$ cat config.mk
export PLATFORM = sky130hd
export DESIGN_NAME = bus_burst_initiator
export DESIGN_NICKNAME = d
export VERILOG_FILES = /design/src/rtl/bus_pkg.sv /design/src/rtl/bus_beat_counter.sv /design/src/rtl/bus_burst_initiator.sv
export SDC_FILE = /design/constraint.sdc
export NUM_CORES = 1
export LEC_CHECK = 0
export BUFFER_PORTS_ARGS = -buffer_cell sky130_fd_sc_hd__buf_2
export CELL_PAD_IN_SITES_DETAIL_PLACEMENT = 0
export CELL_PAD_IN_SITES_GLOBAL_PLACEMENT = 1
export CORE_UTILIZATION = 30
export CTS_CLUSTER_DIAMETER = 50
export DETAILED_ROUTE_END_ITERATION = 12
export GPL_ROUTABILITY_DRIVEN = 0
export PLACE_DENSITY = 0.78
export RECOVER_POWER = 25
export SETUP_SLACK_MARGIN = 0.15
export SYNTH_ARGS = -nofsm -noshare
export SYNTH_HDL_FRONTEND = slang
export SYNTH_SLANG_ARGS = --single-unit
$ cat constraint.sdc
create_clock -name clk_i -period 2.85 [get_ports clk_i]
set_input_delay 0.1425 -clock clk_i [delete_from_list [all_inputs] [get_ports clk_i]]
set_output_delay 0.1425 -clock clk_i [all_outputs]
set_load 0.1 [all_outputs]
$ cat src/rtl/bus_pkg.sv
// Shared definitions for the begin/end-transaction bus initiator: widths,
// bus-idle values and the initiator state encoding.
package bus_pkg;

  localparam int DATA_W  = 32;
  localparam int BURST_W = 8;
  localparam int BE_W    = 4;

  // Bus is wired-OR, so a non-owning initiator must drive all zeros.
  localparam logic [DATA_W-1:0]  BUS_IDLE_DATA  = '0;
  localparam logic [BE_W-1:0]    BUS_IDLE_BE    = '0;
  localparam logic [BURST_W-1:0] BUS_IDLE_BURST = '0;

  typedef enum logic [2:0] {
    S_IDLE,
    S_REQ,
    S_BEGIN,
    S_RDATA,
    S_WDATA,
    S_WEND,
    S_DONE,
    S_ERR
  } busState_t;

  // States in which the initiator keeps its arbiter request asserted.
  function automatic logic busHeld(input busState_t s);
    return (s inside {S_REQ, S_BEGIN, S_RDATA, S_WDATA, S_WEND});
  endfunction

endpackage

$ cat src/rtl/bus_beat_counter.sv
// Loadable down-counter with zero/last flags; used for beat counting and,
// when enabled, for the idle-bus watchdog.
module bus_beat_counter #(
  parameter int W = 9
) (
  input  logic         clk_i,
  input  logic         rst_ni,
  input  logic         load_i,
  input  logic [W-1:0] loadValue_i,
  input  logic         dec_i,
  output logic         zero_o,
  output logic         last_o
);

  logic [W-1:0] count;

  // Load has priority; decrement saturates at zero.
  always_ff @(posedge clk_i or negedge rst_ni) begin
    if (!rst_ni) begin
      count <= '0;
    end else if (load_i) begin
      count <= loadValue_i;
    end else if (dec_i && (count != '0)) begin
      count <= count - W'(1);
    end
  end

  assign zero_o = (count == '0);
  assign last_o = (count == W'(1));

endmodule

$ cat src/rtl/bus_burst_initiator.sv
// Burst initiator for the shared begin/end-transaction bus.
// Optional idle-bus watchdog is compiled in with `define BUS_TIMEOUT_EN.
module bus_burst_initiator
  import bus_pkg::*;
#(
  parameter int TIMEOUT_CYCLES = 256,
  parameter int CNT_W          = 9
) (
  input  logic                clk_i,
  input  logic                rst_ni,
  // Handshakes: a command transfers on cycles with cmd_valid_i & cmd_ready_o;
  // a write word transfers on cycles with wdata_valid_i & wdata_ready_o.
  // Read data is a strobe (rdata_valid_o) with no backpressure.
  input  logic                cmd_valid_i,
  output logic                cmd_ready_o,
  input  logic [DATA_W-1:0]   cmd_addr_i,
  input  logic                cmd_read_i,
  input  logic [BURST_W-1:0]  cmd_burst_i,
  input  logic [BE_W-1:0]     cmd_be_i,
  input  logic [DATA_W-1:0]   wdata_i,
  input  logic                wdata_valid_i,
  output logic                wdata_ready_o,
  output logic [DATA_W-1:0]   rdata_o,
  output logic                rdata_valid_o,
  output logic                done_o,
  output logic                error_o,
  output logic                bus_request_o,
  input  logic                bus_grant_i,
  output logic                bus_beginTransaction_o,
  output logic                bus_endTransaction_o,
  output logic [DATA_W-1:0]   bus_addrData_o,
  output logic [BE_W-1:0]     bus_byteEnables_o,
  output logic [BURST_W-1:0]  bus_burstSize_o,
  output logic                bus_readNWrite_o,
  output logic                bus_dataValid_o,
  input  logic [DATA_W-1:0]   bus_addrData_i,
  input  logic                bus_dataValid_i,
  input  logic                bus_endTransaction_i,
  input  logic                bus_busy_i,
  input  logic                bus_error_i,
  output busState_t           state_o
);

  busState_t state, stateNext;

  logic [DATA_W-1:0]  addrQ;
  logic               readQ;
  logic [BURST_W-1:0] burstQ;
  logic [BE_W-1:0]    beQ;
  logic               errQ;

  logic cmdAccept, rdBeat, wrBeat, cntZero, cntLast, timeout;

  assign cmdAccept = cmd_valid_i & (state == S_IDLE);
  // Beats beyond the programmed burst length are dropped; a bus error masks the beat.
  assign rdBeat    = (state == S_RDATA) & bus_dataValid_i & ~bus_error_i & ~cntZero;
  assign wrBeat    = (state == S_WDATA) & wdata_valid_i & ~bus_busy_i & ~bus_error_i;

  bus_beat_counter #(.W(CNT_W)) uBeatCnt (
    .clk_i       (clk_i),
    .rst_ni      (rst_ni),
    .load_i      (cmdAccept),
    .loadValue_i (CNT_W'(cmd_burst_i) + CNT_W'(1)),
    .dec_i       (rdBeat | wrBeat),
    .zero_o      (cntZero),
    .last_o      (cntLast)
  );

`ifdef BUS_TIMEOUT_EN
  localparam int TO_W = $clog2(TIMEOUT_CYCLES + 1);
  logic inData, toZero, toLast;

  assign inData = (state == S_RDATA) | (state == S_WDATA);

  // Reloaded on entry to the data phase and on each beat; fires on the
  // TIMEOUT_CYCLES-th consecutive beat-less cycle (zero covers a zero limit).
  bus_beat_counter #(.W(TO_W)) uTimeout (
    .clk_i       (clk_i),
    .rst_ni      (rst_ni),
    .load_i      ((state == S_BEGIN) | rdBeat | wrBeat),
    .loadValue_i (TO_W'(TIMEOUT_CYCLES)),
    .dec_i       (inData),
    .zero_o      (toZero),
    .last_o      (toLast)
  );

  assign timeout = inData & ~(rdBeat | wrBeat) & (toLast | toZero);
`else
  assign timeout = 1'b0;
`endif

  always_ff @(posedge clk_i or negedge rst_ni) begin
    if (!rst_ni) begin
      state <= S_IDLE;
    end else begin
      state <= stateNext;
    end
  end

  always_ff @(posedge clk_i or negedge rst_ni) begin
    if (!rst_ni) begin
      addrQ  <= '0;
      readQ  <= 1'b0;
      burstQ <= '0;
      beQ    <= '0;
      errQ   <= 1'b0;
    end else if (cmdAccept) begin
      addrQ  <= cmd_addr_i;
      readQ  <= cmd_read_i;
      burstQ <= cmd_burst_i;
      beQ    <= cmd_be_i;
      errQ   <= 1'b0;
    end else if ((state == S_RDATA) && bus_endTransaction_i) begin
      // Short burst: beats still outstanding once this final beat is counted.
      errQ <= rdBeat ? ~cntLast : ~cntZero;
    end
  end

  always_comb begin
    stateNext = state;
    case (state)
      S_IDLE:  if (cmd_valid_i) stateNext = S_REQ;
      S_REQ:   if (bus_grant_i) stateNext = S_BEGIN;
      S_BEGIN: stateNext = readQ ? S_RDATA : S_WDATA;
      S_RDATA: if (bus_endTransaction_i) stateNext = S_DONE;
      S_WDATA: if (wrBeat && cntLast) stateNext = S_WEND;
      S_WEND:  stateNext = S_DONE;
      S_DONE:  stateNext = S_IDLE;
      S_ERR:   stateNext = S_IDLE;
      default: stateNext = S_IDLE;
    endcase
    if (timeout) stateNext = S_ERR;
    if (bus_error_i && (state inside {S_BEGIN, S_RDATA, S_WDATA, S_WEND})) stateNext = S_ERR;
  end

  always_comb begin
    bus_beginTransaction_o = 1'b0;
    bus_endTransaction_o   = 1'b0;
    bus_addrData_o         = BUS_IDLE_DATA;
    bus_byteEnables_o      = BUS_IDLE_BE;
    bus_burstSize_o        = BUS_IDLE_BURST;
    bus_readNWrite_o       = 1'b0;
    bus_dataValid_o        = 1'b0;
    case (state)
      S_BEGIN: begin
        bus_beginTransaction_o = 1'b1;
        bus_addrData_o         = addrQ;
        bus_byteEnables_o      = beQ;
        bus_burstSize_o        = burstQ;
        bus_readNWrite_o       = readQ;
      end
      S_WDATA: begin
        bus_addrData_o    = wdata_i;
        bus_byteEnables_o = beQ;
        bus_dataValid_o   = wdata_valid_i;
      end
      S_WEND: begin
        bus_endTransaction_o = 1'b1;
      end
      default: ;
    endcase
  end

  assign cmd_ready_o   = (state == S_IDLE);
  assign bus_request_o = busHeld(state);
  assign wdata_ready_o = wrBeat;
  assign rdata_valid_o = rdBeat;
  assign rdata_o       = rdBeat ? bus_addrData_i : '0;
  assign done_o        = (state == S_DONE) | (state == S_ERR);
  assign error_o       = (state == S_ERR) | ((state == S_DONE) & errQ);
  assign state_o       = state;

endmodule

After elaboration in Yosys (flattened, before gate mapping)
Cells that the tools add are included.
{ "word_totals": {"regBits": 58, "latch_bits": 0, "mem_bits_rw": 0, "romBits": 0, "input_bits": 118, "out_inout_bits": 89, "wordCells": 70, "mem_count": 0} }
{ "op_classes": {"add_sub_neg": 2, "n_mul": 0, "div_mod_pow": 0, "magnitude_cmp": 0, "eq_ne": 12, "shifts": 0, "muxes": 20, "bitwise": 15, "reduce_logical": 14} }
{ "ops": {"columns": ["op", "n"], "rows": [
  ["$pmux W32 S2", 1],
  ["$mux W32", 1],
  ["$pmux W3 S7", 1],
  ["$mux W3", 6],
  ["$mux W9", 2],
  ["$eq A3 B3 Y1 const B", 4],
  ["$add A8 B1 Y9 const B", 1],
  ["$eq A9 B1 Y1 const B", 1],
  ["$logic_not A9 Y1", 1],
  ["$ne A3 B2 Y1 const B", 3],
  ["$reduce_bool A9 Y1", 1],
  ["$sub A9 B1 Y9 const B", 1],
  ["$and A1 B1 Y1", 8],
  ["$mux W8", 1],
  ["$mux W1", 7],
  ["$eq A3 B2 Y1 const B", 2],
  ["$reduce_bool A5 Y1", 1],
  ["$logic_and A1 B1 Y1", 4],
  ["$mux W4", 1],
  ["$not A1 Y1", 4],
  ["$reduce_and A4 Y1", 1],
  ["$reduce_bool A2 Y1", 2],
  ["$reduce_bool A4 Y1", 1],
  ["$reduce_or A2 Y1", 2],
  ["4 further kinds", 6]
]} }

Logic depth before layout (Yosys ltp)
{ "depth": {"ltp_word": 8, "mapped_depth": 7, "ltp_nobuf": 6} }

By module
Synthesis repeated with hierarchy kept, for this count alone.
{ "hier_totals": {"cells_unflattened": 313, "area_unflattened_um2": 3430.8} }
{ "by_module_without_submodules": {"columns": ["module", "instances", "cells_each", "area_per_inst_um2"], "rows": [
  ["bus_burst_initiator", 1, 247, 2792.7],
  ["bus_beat_counter", 1, 66, 638.1]
]} }

Worst setup path after synthesis
Ideal clock, no wire load.
{ "synth_path": {"path_type": "register -> output", "start": "register state[1], in the netlist state_o[1]", "end": "output bus_request_o", "arrival_ns": 4.660, "required_time_ns": 2.707, "path_slack_ns": -1.953, "path_stages_with_launch": 5, "path_cell_list": "dfrtp_1 > clkbuf_1 > clkbuf_1 > nor3_1 > nor2_1"} }
{ "synth_via": {"elab_chain_cells": 2, "elab_cells_between_ends": 6, "classes_between": "5 x eq/ne; 1 x reduce/logical"} }
{ "synth_rtl": {"columns": ["item", "line", "text"], "rows": [
  ["start: declaration", "bus_burst_initiator.sv:44", "busState_t state, stateNext;"],
  ["start signal: assignment", "bus_burst_initiator.sv:96", "state <= stateNext;"],
  ["$eq A3 B1 Y1, or another cell as far along", "bus_pkg.sv:27", "return (s inside {S_REQ, S_BEGIN, S_RDATA, S_WDATA, S_WEND});"],
  ["$reduce_bool A5 Y1 (*)", "bus_pkg.sv:27", null],
  ["end: declaration", "bus_burst_initiator.sv:27", "output logic bus_request_o,"]
]} }
Every way passes the cells marked *; elsewhere a longest branch is shown, timed or not.

Worst setup path after layout
{ "layout_path": {"start": "register uBeatCnt.count[1]", "end": "output rdata_o[27]"} }
{ "layout_via": {"elab_chain_cells": 4} }
{ "layout_rtl": {"columns": ["item", "line", "text"], "rows": [
  ["start: declaration", "bus_beat_counter.sv:15", "logic [W-1:0] count;"],
  ["start signal: assignment", "bus_beat_counter.sv:22", "count <= loadValue_i;"],
  ["start signal: assignment", "bus_beat_counter.sv:24", "count <= count - W'(1);"],
  ["$logic_not A9 Y1", "bus_beat_counter.sv:28", "assign zero_o = (count == '0);"],
  ["$not A1 Y1", "bus_burst_initiator.sv:56", "assign rdBeat = (state == S_RDATA) & bus_dataValid_i & ~bus_error_i & ~cntZero;"],
  ["$and A1 B1 Y1", "bus_burst_initiator.sv:56", null],
  ["$mux W32", "bus_burst_initiator.sv:168", "assign rdata_o = rdBeat ? bus_addrData_i : '0;"],
  ["end: declaration", "bus_burst_initiator.sv:23", "output logic [DATA_W-1:0] rdata_o,"]
]} }
Every way passes these cells.

==> impl_metrics.py <==
metrics = {
    "logic_synthesis": {
        "synth_flop_cell": "dfrtp_1",
        "ys_seq_area_frac": 0.4282,
        "yosysTopAreaCell": "dfrtp_1",
        "synth-seq-cells": 58,
        "async_reset_ff_frac": 1.000,
        "ys_types": 49,
        "synth_edf_count": 0,
        "synthCells": 417,
        "ys_warn_count": 0,
        "syn-num-nets": 539,
        "syn_avg_cell_area_um2": 8.128,
        "synth_area_leaders": "dfrtp_1 43%, nand2_1 16%, a22o_1 8.5%, and2_1 6.5%, clkbuf_1 2.9%",
        "synth.top_cell.area_share": 0.4282,
        "synth_area_mm2": 0.003390,
    },
    "drt": {
        "drt_drc_violations_left": 0,
        "vias": 3702,
        "drt_pass1_iterations": 5,
        "routed_via_density": 4.820,
        "initialDrtViolationCount": 211,
        "wl_per_cell_um": 14.54,
        "ant_nets": 0,
        "wl_um": 11170,
    },
    "clock_network": {
        "clk_latency_ns": 0.32,
        "postCtsSetupBuffers": 0,
        "clk_path_buf_depth": 2,
        "cts_made_buffers": 9,
        "htree_levels": 3,
        "root_buffer": "clkbuf_16",
        "cts_tree": "yes",
        "clkTransAtPathRegs_ns": 0.05,
        "clkSinkCount": 58,
    },
    "grt": {
        "antenna_found_initial": 0,
        "grt_util_met3": 0.05244,
        "grtUsageMet2": 0.3244,
        "grt_max_degree": 59,
        "gr-total-overflow": 0,
        "grt_pass1_vias": 3494,
        "top_usage_layer": "met2",
        "grt_pass1_wl_um": 17190,
        "grt_util_met1": 0.2315,
        "grt_use_total": 0.1898,
    },
    "die": {
        "io_pins": 207,
        "initial_core_util": 0.3100,
        "core_area_mm2": 0.01094,
        "die_area_mm2": 0.01173,
        "std_cell_rows": 38,
        "die_x_um": 108.3,
        "die_y_um": 108.3,
    },
    "sta": {
        "fmax_ghz": 0.3835,
        "timing_max_transition_violations_final": 0,
        "layout_setup_ws_ns": 0.2425,
        "final-setup-viol-count": 0,
        "rsz0062_at_grt": "false",
        "maxSlewHeadroom": 0.01543,
        "hold_violations": 0,
        "worstMarginPinSlew_ns": 1.477,
        "worst_clock_skew_ns": 0.006554,
        "period_share": 0.9149,
        "finalCriticalPeriod_ns": 2.608,
    },
    "run_status": {
        "status": "finished, final reports clean",
    },
    "setup_path": {
        "cp_max_fo": 33,
        "cp.required_ns": 2.71,
        "worstSetupStartpointType": "register",
        "cp.arrival_ns": 2.47,
        "end_kind": "output pin",
        "path_class": "reg2out",
    },
    "place": {
        "port_buffers": 206,
        "pre_cts_slack_ns": 0.5375,
        "dp_hpwl_um": 8292,
        "post_dp_cell_area_mm2": 0.005170,
    },
    "cells_and_area": {
        "final_common_cell": "buf_2",
        "mostFrequentLayoutCells": "173 x buf_2, 141 x nand2_1, 56 x dfrtp_1",
        "drive_gt1_frac": 0.4625,
        "fin_nets": 744,
        "fin_area_mm2": 0.005540,
        "area_delta_synth_final_pct": 63.46,
    },
    "pwr": {
        "p_leak_nw": 2.905,
        "power_density_mw_per_mm2": 1241,
        "ir_worst_vdd_uv": 1380,
    },
    "min_path": {
        "hp-class": "in2reg",
    },
    "run": {
        "maxCapViolations": 0,
    },
}
==> per-stage QoR <==
stage | hold slack (ns) | utilization | std cells | setup TNS (ns) | power [mW]
after floorplan | -0.1531 | - | 417 | -1.142 | 4.813
after global placement | 0.3327 | 0.4728 | 748 | 0 | 5.610
after detailed placement | 0.3360 | 0.4728 | 748 | 0 | 5.668
after CTS | 0.001184 | 0.5061 | 767 | 0 | 6.914
after global routing | 0.01741 | 0.5064 | 767 | 0 | 7.242
final | 0.009578 | 0.5066 | 768 | 0 | 6.873
==> power by group <==
part	switching, mW	leakage [nW]	internal (mW)	total (mW)
Combinational	3.18	2.02	0.952	4.13
Sequential	0.323	0.720	1.21	1.53
Clock	0.367	0.166	0.848	1.22
==> worst max-delay path, cell delays in order (launching register included) <==
cell and delay, ns:
dfrtp_1 0.40, inv_1 0.13, ha_2 0.22, or4b_4 0.48
nor2_1 0.10, buf_4 0.16, nor2_1 0.04, buf_4 0.21
and2_2 0.24, buf_12 0.16
==> sequential cells by signal, summed over array words and instances, names as in the netlist <==
| signal | flops |
|---|---|
| addrQ | 32 |
| beQ | 4 |
| burstQ | 8 |
| errQ | 1 |
| readQ | 1 |
| state_o | 3 |
| uBeatCnt.count | 9 |
==> cell families after synthesis <==
logic type,after synthesis,share of synthesized area
AOI/OAI and AO/OA,71,0.1639
and+or+nand+nor,247,0.3459
muxes,1,0.002953
DFF,58,0.4282
xor gates and xnor gates,3,0.007753
buffers and inverters,33,0.03654
adders and majority gates,4,0.01477
==> layer usage <==
metal | up-vias | wire length (um)
met4 | 0 | 120
met3 | 11 | 1005
li1 | 1843 | -
met5 | - | 0
met2 | 172 | 5339
met1 | 1676 | 4702
==> layout make-up <==
type / instances / area (um^2)
fill: 1053 / 5395
multi-input combinational: 326 / 1908
clock inverter: 6 / 105.1
tap: 140 / 175.2
clock buffer: 10 / 229.0
sequential: 58 / 1454
timing repair buffer: 221 / 1644
antenna: 1 / 2.502
inverter: 6 / 22.52
==> worst paths after layout <==
| path | cells past startpoint | end | slack, ns | from |
|---|---|---|---|---|
| hold / removal | 3 | addrQ[17] | 0.01 | cmd_addr_i[17] |
| setup reg to reg | 4 | uBeatCnt.count[1] | 0.59 | state_o[0] |
| min in group asynchronous | 2 | addrQ[2] | 0.26 | rst_ni |
| setup / recovery | 9 | rdata_o[27] | 0.24 | uBeatCnt.count[1] |
| max in group asynchronous | 2 | state_o[1] | 1.59 | rst_ni |
| hold reg to reg | 2 | burstQ[0] | 0.47 | burstQ[0] |
==> synthesized netlist by cell type, types with 2 or more instances <==
library cell	n
o31ai_1	2
nand4_1	3
or4_1	4
nand2b_1	2
nand3_1	6
nand2_1	141
a22o_1	33
o21a_1	4
nor2b_1	5
o211ai_1	3
and2_1	35
a31oi_1	5
a211oi_1	2
nor4_1	2
or3_1	2
o21ai_0	6
nor3_1	8
a311oi_1	3
and3_1	9
nor2_1	18
dfrtp_1	58
clkbuf_1	26
ha_1	4
a21oi_1	4
xor2_1	2
or2_2	2
inv_1	6
==> repair_timing <==
action,CTS,global route
hold buffers,3,0
resized for setup,0,3
endpoints found under the hold margin,3,0
endpoints found under the setup margin,0,32
(Power assumes the default switching activity.)
